$ cat config.mk
export PLATFORM = sky130hd
export DESIGN_NAME = ip_acc_stage
export DESIGN_NICKNAME = d
export VERILOG_FILES = /design/src/rtl/ip_acc_stage.sv
export SDC_FILE = /design/constraint.sdc
export NUM_CORES = 1
export LEC_CHECK = 0
export CORE_ASPECT_RATIO = 2
export CORE_MARGIN = 10
export CORE_UTILIZATION = 45
export CTS_CLUSTER_DIAMETER = 200
export CTS_CLUSTER_SIZE = 40
export DETAILED_ROUTE_END_ITERATION = 8
export DONT_BUFFER_PORTS = 1
export PLACE_DENSITY_LB_ADDON = 0.12
export SYNTH_ARGS = -nofsm -noshare
export SYNTH_HDL_FRONTEND = slang
export SYNTH_SLANG_ARGS = --single-unit
$ cat constraint.sdc
create_clock -name clk -period 3.4 [get_ports clk]
set_input_delay 0.51 -clock clk [delete_from_list [all_inputs] [get_ports clk]]
set_output_delay 0.51 -clock clk [all_outputs]
set_load 0.02 [all_outputs]
$ cat src/rtl/ip_acc_stage.sv
// ip_acc_stage: accumulates per-chunk partial sums into one dot product per vector.
// Optional IP_ACC_SAT_EN: saturating adds plus a sticky sat_flag output.
`timescale 1ns/1ps

module ip_acc_stage #(
  parameter int bitwidth    = 16,
  parameter int accBitwidth = 32,
  parameter int stage       = 1,
  parameter int cntWidth    = 8
) (
  input  logic                   clk,
  input  logic                   rst_n,
  input  logic                   in_valid,
  input  logic                   in_last,
  output logic                   in_ready,
  input  logic [bitwidth-1:0]    sum_r,
  output logic                   out_valid,
  input  logic                   out_ready,
  output logic [accBitwidth-1:0] result,
  output logic [cntWidth-1:0]    chunk_cnt
`ifdef IP_ACC_SAT_EN
  ,
  output logic                   sat_flag
`endif
);

  typedef enum logic [1:0] {IDLE, ACC, DONE} state_t;

  state_t                 state_q, state_d;
  logic [stage-1:0]       dl_valid_q, dl_valid_d;
  logic [stage-1:0]       dl_last_q, dl_last_d;
  logic [accBitwidth-1:0] acc_q, acc_d;
  logic [cntWidth-1:0]    cnt_q, cnt_d;
  logic                   out_valid_q, out_valid_d;
  logic                   blocked_q, blocked_d;
  logic                   accept;
  logic                   tap_valid;
  logic                   tap_last;
  logic [accBitwidth-1:0] sum_ext;
  logic [accBitwidth-1:0] add_val;
`ifdef IP_ACC_SAT_EN
  logic                   sat_q, sat_d;
  logic [accBitwidth:0]   wide_sum;
  logic                   add_ovf;
`endif

  assign accept    = in_valid && in_ready;
  assign tap_valid = dl_valid_q[stage-1];
  assign tap_last  = dl_last_q[stage-1];
  assign sum_ext   = accBitwidth'(signed'(sum_r));

  // sum_r has no qualifier, so the issue markers ride a delay line matched to upstream latency
  always_comb begin
    dl_valid_d    = dl_valid_q << 1;
    dl_last_d     = dl_last_q << 1;
    dl_valid_d[0] = accept;
    dl_last_d[0]  = accept && in_last;
  end

`ifdef IP_ACC_SAT_EN
  assign wide_sum = (accBitwidth+1)'(signed'(acc_q)) + (accBitwidth+1)'(signed'(sum_r));
  assign add_ovf  = wide_sum[accBitwidth] != wide_sum[accBitwidth-1];
  always_comb begin
    add_val = wide_sum[accBitwidth-1:0];
    if (add_ovf) begin
      add_val = wide_sum[accBitwidth] ? {1'b1, {(accBitwidth-1){1'b0}}}
                                      : {1'b0, {(accBitwidth-1){1'b1}}};
    end
  end
`else
  assign add_val = acc_q + sum_ext;
`endif

  // Issue stays closed from the last chunk until the held result is taken
  always_comb begin
    blocked_d = blocked_q;
    if (accept && in_last) blocked_d = 1'b1;
    if (out_valid_q && out_ready) blocked_d = 1'b0;
  end

  always_comb begin
    state_d     = state_q;
    acc_d       = acc_q;
    cnt_d       = cnt_q;
    out_valid_d = out_valid_q;
`ifdef IP_ACC_SAT_EN
    sat_d       = sat_q;
`endif
    case (state_q)
      IDLE: begin
        if (tap_valid) begin
          acc_d       = sum_ext;
          cnt_d       = cnt_q + cntWidth'(1);
          state_d     = tap_last ? DONE : ACC;
          out_valid_d = tap_last;
        end
      end
      ACC: begin
        if (tap_valid) begin
          acc_d = add_val;
          cnt_d = cnt_q + cntWidth'(1);
`ifdef IP_ACC_SAT_EN
          sat_d = sat_q || add_ovf;
`endif
          if (tap_last) begin
            state_d     = DONE;
            out_valid_d = 1'b1;
          end
        end
      end
      DONE: begin
        if (out_ready) begin
          state_d     = IDLE;
          out_valid_d = 1'b0;
          acc_d       = '0;
          cnt_d       = '0;
`ifdef IP_ACC_SAT_EN
          sat_d       = 1'b0;
`endif
        end
      end
      default: state_d = IDLE;
    endcase
  end

  always_ff @(posedge clk or negedge rst_n) begin
    if (!rst_n) begin
      state_q     <= IDLE;
      dl_valid_q  <= '0;
      dl_last_q   <= '0;
      acc_q       <= '0;
      cnt_q       <= '0;
      out_valid_q <= 1'b0;
      blocked_q   <= 1'b0;
`ifdef IP_ACC_SAT_EN
      sat_q       <= 1'b0;
`endif
    end else begin
      state_q     <= state_d;
      dl_valid_q  <= dl_valid_d;
      dl_last_q   <= dl_last_d;
      acc_q       <= acc_d;
      cnt_q       <= cnt_d;
      out_valid_q <= out_valid_d;
      blocked_q   <= blocked_d;
`ifdef IP_ACC_SAT_EN
      sat_q       <= sat_d;
`endif
    end
  end

  assign in_ready  = !blocked_q;
  assign out_valid = out_valid_q;
  assign result    = acc_q;
  assign chunk_cnt = cnt_q;
`ifdef IP_ACC_SAT_EN
  assign sat_flag  = sat_q;
`endif

endmodule

======== Word-level counts from Yosys, hierarchy flattened ========
Cells that the tools add are included.
storage, ports and cells
  logic and storage cells ................. 49
  output and inout port bits .............. 42
  register bits ........................... 46
  input port bits ......................... 21
cells by class
  add/subtract/negate cells ............... 2
  equal/unequal tests ..................... 7
  mux-type cells .......................... 20
  reduce and logical (&&, ||, !) cells .... 13
operators with widths
  cell                                                  count
  2-to-1 mux 32 bit                                     3
  case mux 32 bit (3 select lines)                      1
  adder 32 bit                                          1
  2-to-1 mux 8 bit                                      2
  case mux 8 bit (2 select lines)                       1
  2-to-1 mux 2 bit                                      5
  adder 8 x 1 -> 8 bit (second input constant)          1
  != test 2 bit (second input constant)                 4
  AND reduction 4 bit                                   2
  2-to-1 mux 1 bit                                      6
  case mux 2 bit (3 select lines)                       1
  AND reduction 5 bit                                   1
  nonzero test 2 bit                                    2
  logical AND 1 bit                                     3
  case mux 1 bit (3 select lines)                       1
  AND reduction 3 bit                                   1
  nonzero test 3 bit                                    1
  equality test 2 x 1 -> 1 bit (second input constant)  1
  equality test 2 bit (second input constant)           1
  logical NOT 2 bit                                     1
  != test 2 x 1 -> 1 bit (second input constant)        1
  OR reduction 2 bit                                    1
  logical NOT 1 bit                                     1

======== Longest topological paths before layout ========
  depth in word-level cells ............... 5
  mapped depth ............................ 10
  depth with buffers taken out ............ 10

======== Worst setup path before layout ========
OpenSTA, ideal clock, no wires.
  path kind ............................... input to register
  start ................................... input port sum_r[0]
  end ..................................... register acc_q[24] (netlist: result[24])
  arrival time ............................ 2.556 ns
  library setup time ...................... 0.137 ns
  path slack .............................. 0.706 ns
  stages on the path ...................... 10
  buffers on the path ..................... 0
  data required time ...................... 3.263 ns
  cells stage by stage .................... ha_1 -> fa_1 -> a21o_1 -> a21oi_1 -> o21a_1 -> or3_1 -> a21oi_2 -> or2_1 -> a2111oi_0 -> nor3_1
on the way
  longest elaborated chain between the ends .. 3
RTL lines
  item                              RTL line  text
  from (decl)                       16        input logic [bitwidth-1:0] sum_r,
  adder 32 bit                      71        assign add_val = acc_q + sum_ext;
  2-to-1 mux 32 bit                 99        if (tap_valid) begin
  case mux 32 bit (3 select lines)  89        case (state_q)
  to (signal assigned)              131       acc_q <= '0;
  to (signal assigned)              142       acc_q <= acc_d;
  to (decl)                         32        logic [accBitwidth-1:0] acc_q, acc_d;
Every way passes these cells. The select of a mux whose other input is x is not followed.
A chain may end at the register's enable or synchronous reset.

======== Final worst setup path ========
  start ................................... register acc_q[0] (netlist: result[0])
  end ..................................... register acc_q[24] (netlist: result[24])
on the way
  longest elaborated chain between the ends .. 3
RTL lines
  item                              RTL line
  adder 32 bit                      71
  2-to-1 mux 32 bit                 99
  case mux 32 bit (3 select lines)  89
Every way passes these cells. The select of a mux whose other input is x is not followed.

==> flow_summary.toml <==
[logic_synthesis]
yosys_warnings = 0
mappedNetlistArea_um2 = 3780
compound_gate_portion_of_the_synthesized_area = 0.279
synth_top_family_by_area = "compound AO/OA/AOI/OAI gates"
synth_enable_flop_cells = 0
synth.lib_cells_used.distinct = 53
synth_nets = 512
synth_register_bits = 46
synthArstFlopShare = 1.00
synth-xor-area-share = 0.0486
synthCells = 454
synth_simple_gate_area_share = 0.200
seq_area_frac_synth = 0.304
synth.area.mux_share = 0.0132
synthAdderAreaFrac = 0.124
synthesis.area_per_instance_um2 = 8.33
ys_dominant_reg_cell = "sky130_fd_sc_hd__dfrtp_1"

[timing]
final_min_period_over_clock_period = 0.891
fin_skew_ps = 6.14
post-route-min-period_ps = 3030
tightest_slew_ps = 849
fmax_ghz = 0.330
timing.final.max_slew_violations = 0
setup_viol_count_final = 0
final_critical_path_setup_slack_ps = 372
setup_total_negative_slack_ps = 0
max_slew_margin = 0.430
rsz0062_at_grt = "false"
hold-worst-slack_ps = 43.2
timing_hold_violations_final = 0

[final_layout]
most-common-layout-cells = "sky130_fd_sc_hd__a21oi_1 (57), sky130_fd_sc_hd__nor2_1 (50), sky130_fd_sc_hd__dfrtp_1 (46)"
final_nets = 507
final_layout_size_suffix_gt1_frac = 0.0444
layout-area-overhead-vs-synth_pct = 6.98
non_filler_cells_final = 548
antenna-diode-count = 0
layout.cells.most_common = "sky130_fd_sc_hd__a21oi_1"

[place]
dp_hpwl_um = 7780
finalWeightedCongestion = 0.871
port_buffers = 0
placed_cells = 539
detailedPlace.worstSlack_ps = 405

[floorplanning]
die_y_um = 150
floorplan.io_pins = 63
floorplan.die.width_um = 84.8
die_area_um2 = 12700
starting_density_of_the_core = 0.459
rows = 47
core_area_um2 = 8230

[critical_path]
timing.critical_path.buf_inv = 0
worstSetupEndpointType = "register"
slowest_delay_ps = 470
critical_path.cell_chain = "ha_1 -> fa_1 -> a21o_1 -> a21oi_1 -> o21a_1 -> or3_1 -> a21oi_2 -> or2_1 -> a2111oi_0 -> nor3_1"
cp.required_ps = 3560
crit_type = "register to register"
worst_path_dominant_cell_family = "compound AO/OA/AOI/OAI gates"
cp_data_arrival_time_ps = 3190
worstPathMaxFanout = 6
critical_path.slowest_cell = "sky130_fd_sc_hd__dfrtp_1"
setup.worst_path.start_class = "register"

[global_routing]
pin_count_of_the_biggest_net_entering_global_routing = 53
grt_antenna_before_repair = 0
grt_remaining_overflow = 0
grt.total_usage = 0.159
grt_pass1_vias = 3500
first_pass_grt_wire_length_um = 16900

[drt]
detail_route.wl_per_cell_um = 18.8
vias_per_cell = 6.22
dr_total_vias = 3406
drc_errors = 0
drc_violation_total_after_the_first_tritonroute_iteration = 134
routed_wl_um = 10300
first_pass_iters = 4
detail-route-antenna-nets = 0

[job]
cap_violations = 0

[pwr]
leakagePower_nw = 1.80
power_density_nw_per_um2 = 1220
peakVddDrop_v = 0.000566
design_power_total_mw = 4.92

[status]
status = "finished, final reports clean"

[clock_tree]
max_h_tree_level = 2
clock_path_buffers = 2
cts.repair.resized = 0
clock-sinks = 46
cts_tree = "yes"
cts-root-buf = "sky130_fd_sc_hd__clkbuf_16"
insertion_delay_ps = 290
cts_buffers = 5
cts.clk_slew.worst_paths_ps = 70

[worst_hold_path]
worst_hold_path_type = "input port to async pin"
[per-stage QoR]
| stage | utilization | instance area, um2 |
|---|---|---|
| 2_1_floorplan | - | 3780 |
| 3_3_place_gp | 0.470 | 3870 |
| 3_5_place_dp | 0.470 | 3870 |
| 4_1_cts | 0.491 | 4050 |
| 5_1_grt | 0.491 | 4050 |
| 6_report | 0.491 | 4050 |
[registers in the layout, indices dropped and copies added (netlist names)]
name        flops
blocked_q       1
state_q         2
out_valid       1
result         32
chunk_cnt       8
dl_valid_q      1
dl_last_q       1
[area by class of cell]
cell class,instances,area (um2)
sequential,46,1150
tap,98,123
clock buffer,5,125
multi-input combinational,379,2520
timing repair buffer,5,57.6
fill,821,4190
inverter,12,45.0
clock inverter,3,21.3
[per-layer routing]
| metal | track usage | vias up | part of all wire |
|---|---|---|---|
| met5 | 0 | - | 0 |
| met2 | 0.308 | 68 | 0.55 |
| li1 | - | 1684 | - |
| met4 | 0.0728 | 0 | 0.031 |
| met3 | 0.0348 | 24 | 0.049 |
| met1 | 0.153 | 1630 | 0.37 |
[worst reg2reg max path: stages (launching register included)]
cell	delay, ps
sky130_fd_sc_hd__dfrtp_1	470
sky130_fd_sc_hd__ha_1	270
sky130_fd_sc_hd__fa_1	420
sky130_fd_sc_hd__a21o_1	170
sky130_fd_sc_hd__a21oi_1	260
sky130_fd_sc_hd__o21a_1	200
sky130_fd_sc_hd__or3_1	180
sky130_fd_sc_hd__a21oi_2	110
sky130_fd_sc_hd__or2_1	250
sky130_fd_sc_hd__a2111oi_0	430
sky130_fd_sc_hd__nor3_1	130
[timing repair]
item,4_1_cts,5_1_grt
hold buffers,1,0
buffers inserted,0,0
endpoints found under the hold margin,46,0
[final timing paths]
check,endpoint,from,slack (ps),cells after the start
max,result[24],result[0],370,10
min,result[29],rst_n,40,1
max reg2reg,result[24],result[0],370,10
min reg2reg,dl_valid_q,blocked_q,470,1
max in group asynchronous,result[0],rst_n,3110,1
min in group clk,blocked_q,out_ready,300,1
[cell usage after synthesis (5+ instances only)]
| cell | instances | area share |
|---|---|---|
| sky130_fd_sc_hd__or3_1 | 7 | 0.012 |
| sky130_fd_sc_hd__dfrtp_1 | 46 | 0.30 |
| sky130_fd_sc_hd__o21a_1 | 8 | 0.016 |
| sky130_fd_sc_hd__nand2_1 | 28 | 0.028 |
| sky130_fd_sc_hd__nor2_1 | 51 | 0.051 |
| sky130_fd_sc_hd__xor2_1 | 11 | 0.025 |
| sky130_fd_sc_hd__o21ai_0 | 22 | 0.029 |
| sky130_fd_sc_hd__ha_1 | 36 | 0.12 |
| sky130_fd_sc_hd__a22oi_1 | 14 | 0.028 |
| sky130_fd_sc_hd__and3_1 | 7 | 0.012 |
| sky130_fd_sc_hd__xnor2_1 | 10 | 0.023 |
| sky130_fd_sc_hd__mux2i_1 | 5 | 0.013 |
| sky130_fd_sc_hd__o211ai_1 | 7 | 0.014 |
| sky130_fd_sc_hd__inv_1 | 11 | 0.011 |
| sky130_fd_sc_hd__nor3_1 | 13 | 0.017 |
| sky130_fd_sc_hd__buf_2 | 5 | 0.0066 |
| sky130_fd_sc_hd__a21oi_1 | 57 | 0.075 |
| sky130_fd_sc_hd__a21o_1 | 20 | 0.040 |
| sky130_fd_sc_hd__nand4_1 | 7 | 0.012 |
| sky130_fd_sc_hd__nand3_1 | 12 | 0.016 |
| sky130_fd_sc_hd__clkbuf_1 | 12 | 0.012 |
[power by group]
part,internal (mW),switching (mW)
clock network,0.273,0.229
registers,0.822,0.559
logic,1.21,1.83
[logic make-up after synthesis]
kind of cell	after synthesis
AND/OR/NAND/NOR	153
XOR/XNOR	21
adder cells (fa/ha/maj)	37
buffers and inverters	29
AO/OA/AOI/OAI	163
flip-flops	46
multiplexers	5
No activity file was read; power rests on OpenSTA's default activity.
